--- config.mk ---
export PLATFORM = sky130hd
export DESIGN_NAME = exp_align_pipe
export DESIGN_NICKNAME = d
export VERILOG_FILES = /design/src/rtl/exp_align_pipe.sv
export SDC_FILE = /design/constraint.sdc
export NUM_CORES = 1
export LEC_CHECK = 0
export CAP_MARGIN = 15
export CORE_MARGIN = 5
export CORE_UTILIZATION = 45
export DETAILED_ROUTE_END_ITERATION = 7
export PLACE_DENSITY = 0.71
export SETUP_SLACK_MARGIN = 0.5
export SLEW_MARGIN = 20
export SYNTH_ARGS = -nofsm -noshare
export SYNTH_HDL_FRONTEND = slang
export SYNTH_SLANG_ARGS = --single-unit
--- constraint.sdc ---
create_clock -name clk -period 3.05 [get_ports clk]
set_input_delay 0.4575 -clock clk [delete_from_list [all_inputs] [get_ports clk]]
set_output_delay 0.4575 -clock clk [all_outputs]
set_load 0.005 [all_outputs]
--- src/rtl/exp_align_pipe.sv ---
// Two-stage exponent-difference / alignment-control pipeline for the FPU adder.
// S1 registers the effective exponents and their signed difference; S2 registers magnitude, sign, max and shift.
module exp_align_pipe #(
    parameter int EXP_W     = 8,
    parameter int MAN_W     = 23,
    parameter int SHIFT_MAX = MAN_W + 3,
    parameter int DENORM_EN = 1,
    parameter int TAG_W     = 4
) (
    input  logic                              clk,
    input  logic                              rst,
    input  logic                              in_valid,
    output logic                              in_ready,
    input  logic [EXP_W-1:0]                  in_ex,
    input  logic [EXP_W-1:0]                  in_ey,
    input  logic [TAG_W-1:0]                  in_tag,
    output logic                              out_valid,
    input  logic                              out_ready,
    output logic [EXP_W-1:0]                  out_d,
    output logic                              out_sgn,
    output logic                              out_zero,
    output logic [EXP_W-1:0]                  out_emax,
    output logic [$clog2(SHIFT_MAX+1)-1:0]    out_shamt,
    output logic [TAG_W-1:0]                  out_tag
);

    localparam int SH_W = $clog2(SHIFT_MAX + 1);

    function automatic logic [EXP_W-1:0] eff_exp(input logic [EXP_W-1:0] e);
        if (DENORM_EN != 0 && e == '0) return EXP_W'(1);
        return e;
    endfunction

    function automatic logic [EXP_W-1:0] abs_diff(input logic signed [EXP_W:0] diff);
        logic [EXP_W-1:0] lo;
        lo = diff[EXP_W-1:0];
        return diff[EXP_W] ? -lo : lo;
    endfunction

    function automatic logic [SH_W-1:0] sat_shamt(input logic [EXP_W-1:0] d);
        if (32'(d) > 32'(SHIFT_MAX)) return SH_W'(SHIFT_MAX);
        return SH_W'(d);
    endfunction

    logic                    rdy_p1, rdy_p2;
    logic [EXP_W-1:0]        ex_eff_p0, ey_eff_p0;
    logic signed [EXP_W:0]   diff_p0;

    logic                    vld_p1;
    logic signed [EXP_W:0]   diff_p1;
    logic [EXP_W-1:0]        ex_p1, ey_p1;
    logic [TAG_W-1:0]        tag_p1;
    logic [EXP_W-1:0]        d_p1;
    logic                    sgn_p1;

    logic                    vld_p2;
    logic [EXP_W-1:0]        d_p2, emax_p2;
    logic                    sgn_p2, zero_p2;
    logic [SH_W-1:0]         shamt_p2;
    logic [TAG_W-1:0]        tag_p2;

    assign rdy_p2   = !vld_p2 || out_ready;
    assign rdy_p1   = !vld_p1 || rdy_p2;
    assign in_ready = rdy_p1;

    // Stage 0 -> 1: effective exponents and (EXP_W+1)-bit signed difference
    assign ex_eff_p0 = eff_exp(in_ex);
    assign ey_eff_p0 = eff_exp(in_ey);
    assign diff_p0   = $signed({1'b0, ex_eff_p0}) - $signed({1'b0, ey_eff_p0});

    always_ff @(posedge clk) begin
        if (rst) begin
            vld_p1  <= 1'b0;
            diff_p1 <= '0;
            ex_p1   <= '0;
            ey_p1   <= '0;
            tag_p1  <= '0;
        end else if (rdy_p1) begin
            vld_p1 <= in_valid;
            if (in_valid) begin
                diff_p1 <= diff_p0;
                ex_p1   <= ex_eff_p0;
                ey_p1   <= ey_eff_p0;
                tag_p1  <= in_tag;
            end
        end
    end

    // Stage 1 -> 2: magnitude, sign, larger exponent and saturated shift
    assign sgn_p1 = diff_p1[EXP_W];
    assign d_p1   = abs_diff(diff_p1);

    always_ff @(posedge clk) begin
        if (rst) begin
            vld_p2   <= 1'b0;
            d_p2     <= '0;
            sgn_p2   <= 1'b0;
            zero_p2  <= 1'b0;
            emax_p2  <= '0;
            shamt_p2 <= '0;
            tag_p2   <= '0;
        end else if (rdy_p2) begin
            vld_p2 <= vld_p1;
            if (vld_p1) begin
                d_p2     <= d_p1;
                sgn_p2   <= sgn_p1;
                zero_p2  <= (d_p1 == '0);
                emax_p2  <= sgn_p1 ? ey_p1 : ex_p1;
                shamt_p2 <= sat_shamt(d_p1);
                tag_p2   <= tag_p1;
            end
        end
    end

    assign out_valid = vld_p2;
    assign out_d     = d_p2;
    assign out_sgn   = sgn_p2;
    assign out_zero  = zero_p2;
    assign out_emax  = emax_p2;
    assign out_shamt = shamt_p2;
    assign out_tag   = tag_p2;

endmodule

==> impl_metrics.toml <==
[setup_path]
crit_buf_inv = 1
slowest_delay_ns = 0.33
path_class = "input pin to flip-flop"
required_ns = 3.27
worst_ep_arrival_time_ns = 2.61
start_kind = "input pin"
slowest_stage = "a311o_1"
crit_family = "compound AO/OA/AOI/OAI gates"
path_cells = "clkdlybuf4s15_1, nor4_2, a41o_1, ha_2, fa_2, nor2b_2, o31a_1, o31ai_4, a2111oi_4, a311o_1"
cp-end-kind = "flip-flop"
cp_max_fo = 3

[sta]
max_freq_ghz = 0.418
rsz0062_at_grt = "no"
min_period_ns = 2.39
hold_viol = 0
setup_viol_count_final = 0
max_slew_margin = 0.576
period_share = 0.784
hold_slack_ns = 0.424
finClkSkew_ns = 0.00723
worstMarginPinSlew_ns = 0.634
final_max_slew_viol_count = 0

[drt]
drcViolationCount = 0
wl_per_cell_microns = 14.0
via_count = 2449
wl_mm = 6.47
vias_per_cell = 5.30
ant_nets = 0
drt_iter0_drc = 84
dr.pass1.iters = 4

[die]
ios = 53
rows = 28
die_height_microns = 88.4
initial_core_util = 0.464
fp.dieW_microns = 88.4
core_area_sq_um = 5960
die_area_sq_um = 7810

[flow_run]
maxCapViolCount = 0

[outcome]
status = "complete, no violations"

[global_route]
overflow = 0
grtUsageTotal = 0.178
antenna_found_initial = 0
grt_pass1_wl_mm = 10.9
grt_pass1_vias = 2361
grt_max_degree = 51

[yosys]
synth_top_cell_area_share = 0.420
ys_ff_latch = 58
syn_area_sq_um = 2770
synth_edf_count = 0
synthArstFlopShare = 0
synth_area_leader_cell = "dfxtp_1"
synth_flop_cell = "dfxtp_1"
syn-num-nets = 367
synth_area_leaders = "dfxtp_1 42%, nand2_1 7.3%, a21oi_1 6.3%"
postSynthAreaPerCell_sq_um = 8.30
yosysSeqAreaShare = 0.420
syn_inst = 333
synthDistinctLibCells = 52
synth_warnings = 0

[layout]
area_growth_pct = 31.1
layout_common_cells = "58 x dfxtp_1, 54 x nand2_1, 37 x clkdlybuf4s50_1, 35 x a21oi_1, 24 x nor2_1"
multi_input_area_sq_um = 1490
antennaDiodeCount = 0
layout.nets = 416
drive_gt1_frac = 0.127
seqCellArea_sq_um = 1160
utilization = 0.609
nFillCells = 544
final_common_cell = "dfxtp_1"

[power_and_ir_drop]
power.leakage_uw = 0.00144
powerDensity_nw_per_um2 = 537
irDropWorstVdd_mv = 0.227

[clocking]
cts-buffers-inserted = 9
cts_root_buf = "clkbuf_8"
clock_latency_ns = 0.34
path_clk_slew_ns = 0.06
cts_tree = "yes"
cts.sinks = 58
clockBufferDepth = 2
htreeDepth = 3

[place]
gp_congestion = 0.937
io_buffers = 52
hpwl_mm = 4.61

[worst_hold_path]
hold_class = "input pin to flip-flop"
-- kinds of logic after synthesis --
family	synth area share
compound gates	0.200
xor+xnor	0.0222
fa+ha+maj	0.0516
buf+inv	0.0624
flops	0.420
mux	0.0398
simple gates	0.205
-- through the flow --
stage,worst slack [ns],cells,power (uW),instance area [sq um],setup TNS [ns]
2_1_floorplan,0.619,333,1080,2770,0
3_3_place_gp,0.0576,442,1210,3340,0
3_5_place_dp,-0.115,442,1220,3340,-0.115
4_1_cts,0.509,462,1960,3600,0
5_1_grt,0.504,462,2050,3620,0
6_report,0.660,462,1950,3620,0
-- flip-flops by register name, indices dropped and copies added (netlist names) --
register,cells
diff_p1,9
out_valid,1
out_zero,1
out_sgn,1
out_tag,4
out_emax,8
vld_p1,1
out_shamt,5
ey_p1,8
ex_p1,8
tag_p1,4
out_d,8
-- cell type report --
type                            instances  area share
Multi-Input combinational cell        232       0.410
Inverter                               13      0.0135
Clock inverter                          4      0.0135
Sequential cell                        58       0.320
Timing Repair Buffer                   68       0.171
Tap cell                               75      0.0259
Clock buffer                           12      0.0456
-- metal layers --
metal | vias up | wire length [microns] | GRT usage
li1 | 1250 | - | -
met1 | 1132 | 3010 | 0.232
met2 | 54 | 3000 | 0.288
met3 | 13 | 325 | 0.0475
met4 | 0 | 127 | 0.0591
met5 | - | 0 | 0
-- power by group --
group / leakage [uW] / switching [uW] / internal, uW / total, uW
Combinational: 0.000846 / 186 / 180 / 366
Clock: 0.000112 / 291 / 442 / 733
Sequential: 0.000477 / 39.2 / 809 / 848
-- cells in the mapped netlist, types with 2 or more instances --
| cell | n |
|---|---|
| dfxtp_1 | 58 |
| nor2b_1 | 3 |
| mux2i_1 | 11 |
| o21ai_0 | 10 |
| nor3_1 | 9 |
| nor4b_1 | 2 |
| ha_1 | 9 |
| a211oi_1 | 17 |
| nor4_1 | 2 |
| xor2_1 | 4 |
| buf_2 | 3 |
| nand2b_1 | 3 |
| nor2_1 | 24 |
| and2_1 | 3 |
| buf_1 | 3 |
| nand2_1 | 54 |
| and3_1 | 4 |
| inv_1 | 13 |
| o41ai_1 | 2 |
| xnor2_1 | 3 |
| clkbuf_1 | 23 |
| o21a_1 | 3 |
| o31ai_1 | 3 |
| nand3b_1 | 2 |
| nand3_1 | 3 |
| a41o_1 | 2 |
| a21oi_1 | 35 |
-- tightest hold or removal path, cell delays in order --
cell            delay (ns)
dlymetal6s2s_1        0.14
nand2_1               0.07
a21oi_1               0.05
-- final timing paths --
kind	startpoint	endpoint	slack, ns	cells past startpoint
worst max-delay path	in_ey[5]	diff_p1[6]	0.66	10
worst min-delay path	in_ey[3]	ey_p1[3]	0.42	3
worst max register to register	diff_p1[0]	out_shamt[1]	1.01	7
worst min register to register	out_tag[2]	out_tag[2]	0.45	2
-- timing repair --
| action | CTS | global route |
|---|---|---|
| pin swaps | 10 | 10 |
| buffers inserted | 4 | 0 |
| endpoints found under the setup margin | 1 | 3 |
| gates resized for setup | 22 | 9 |
| hold buffers | 0 | 0 |
Note: power is estimated with default switching activity, not from simulation.
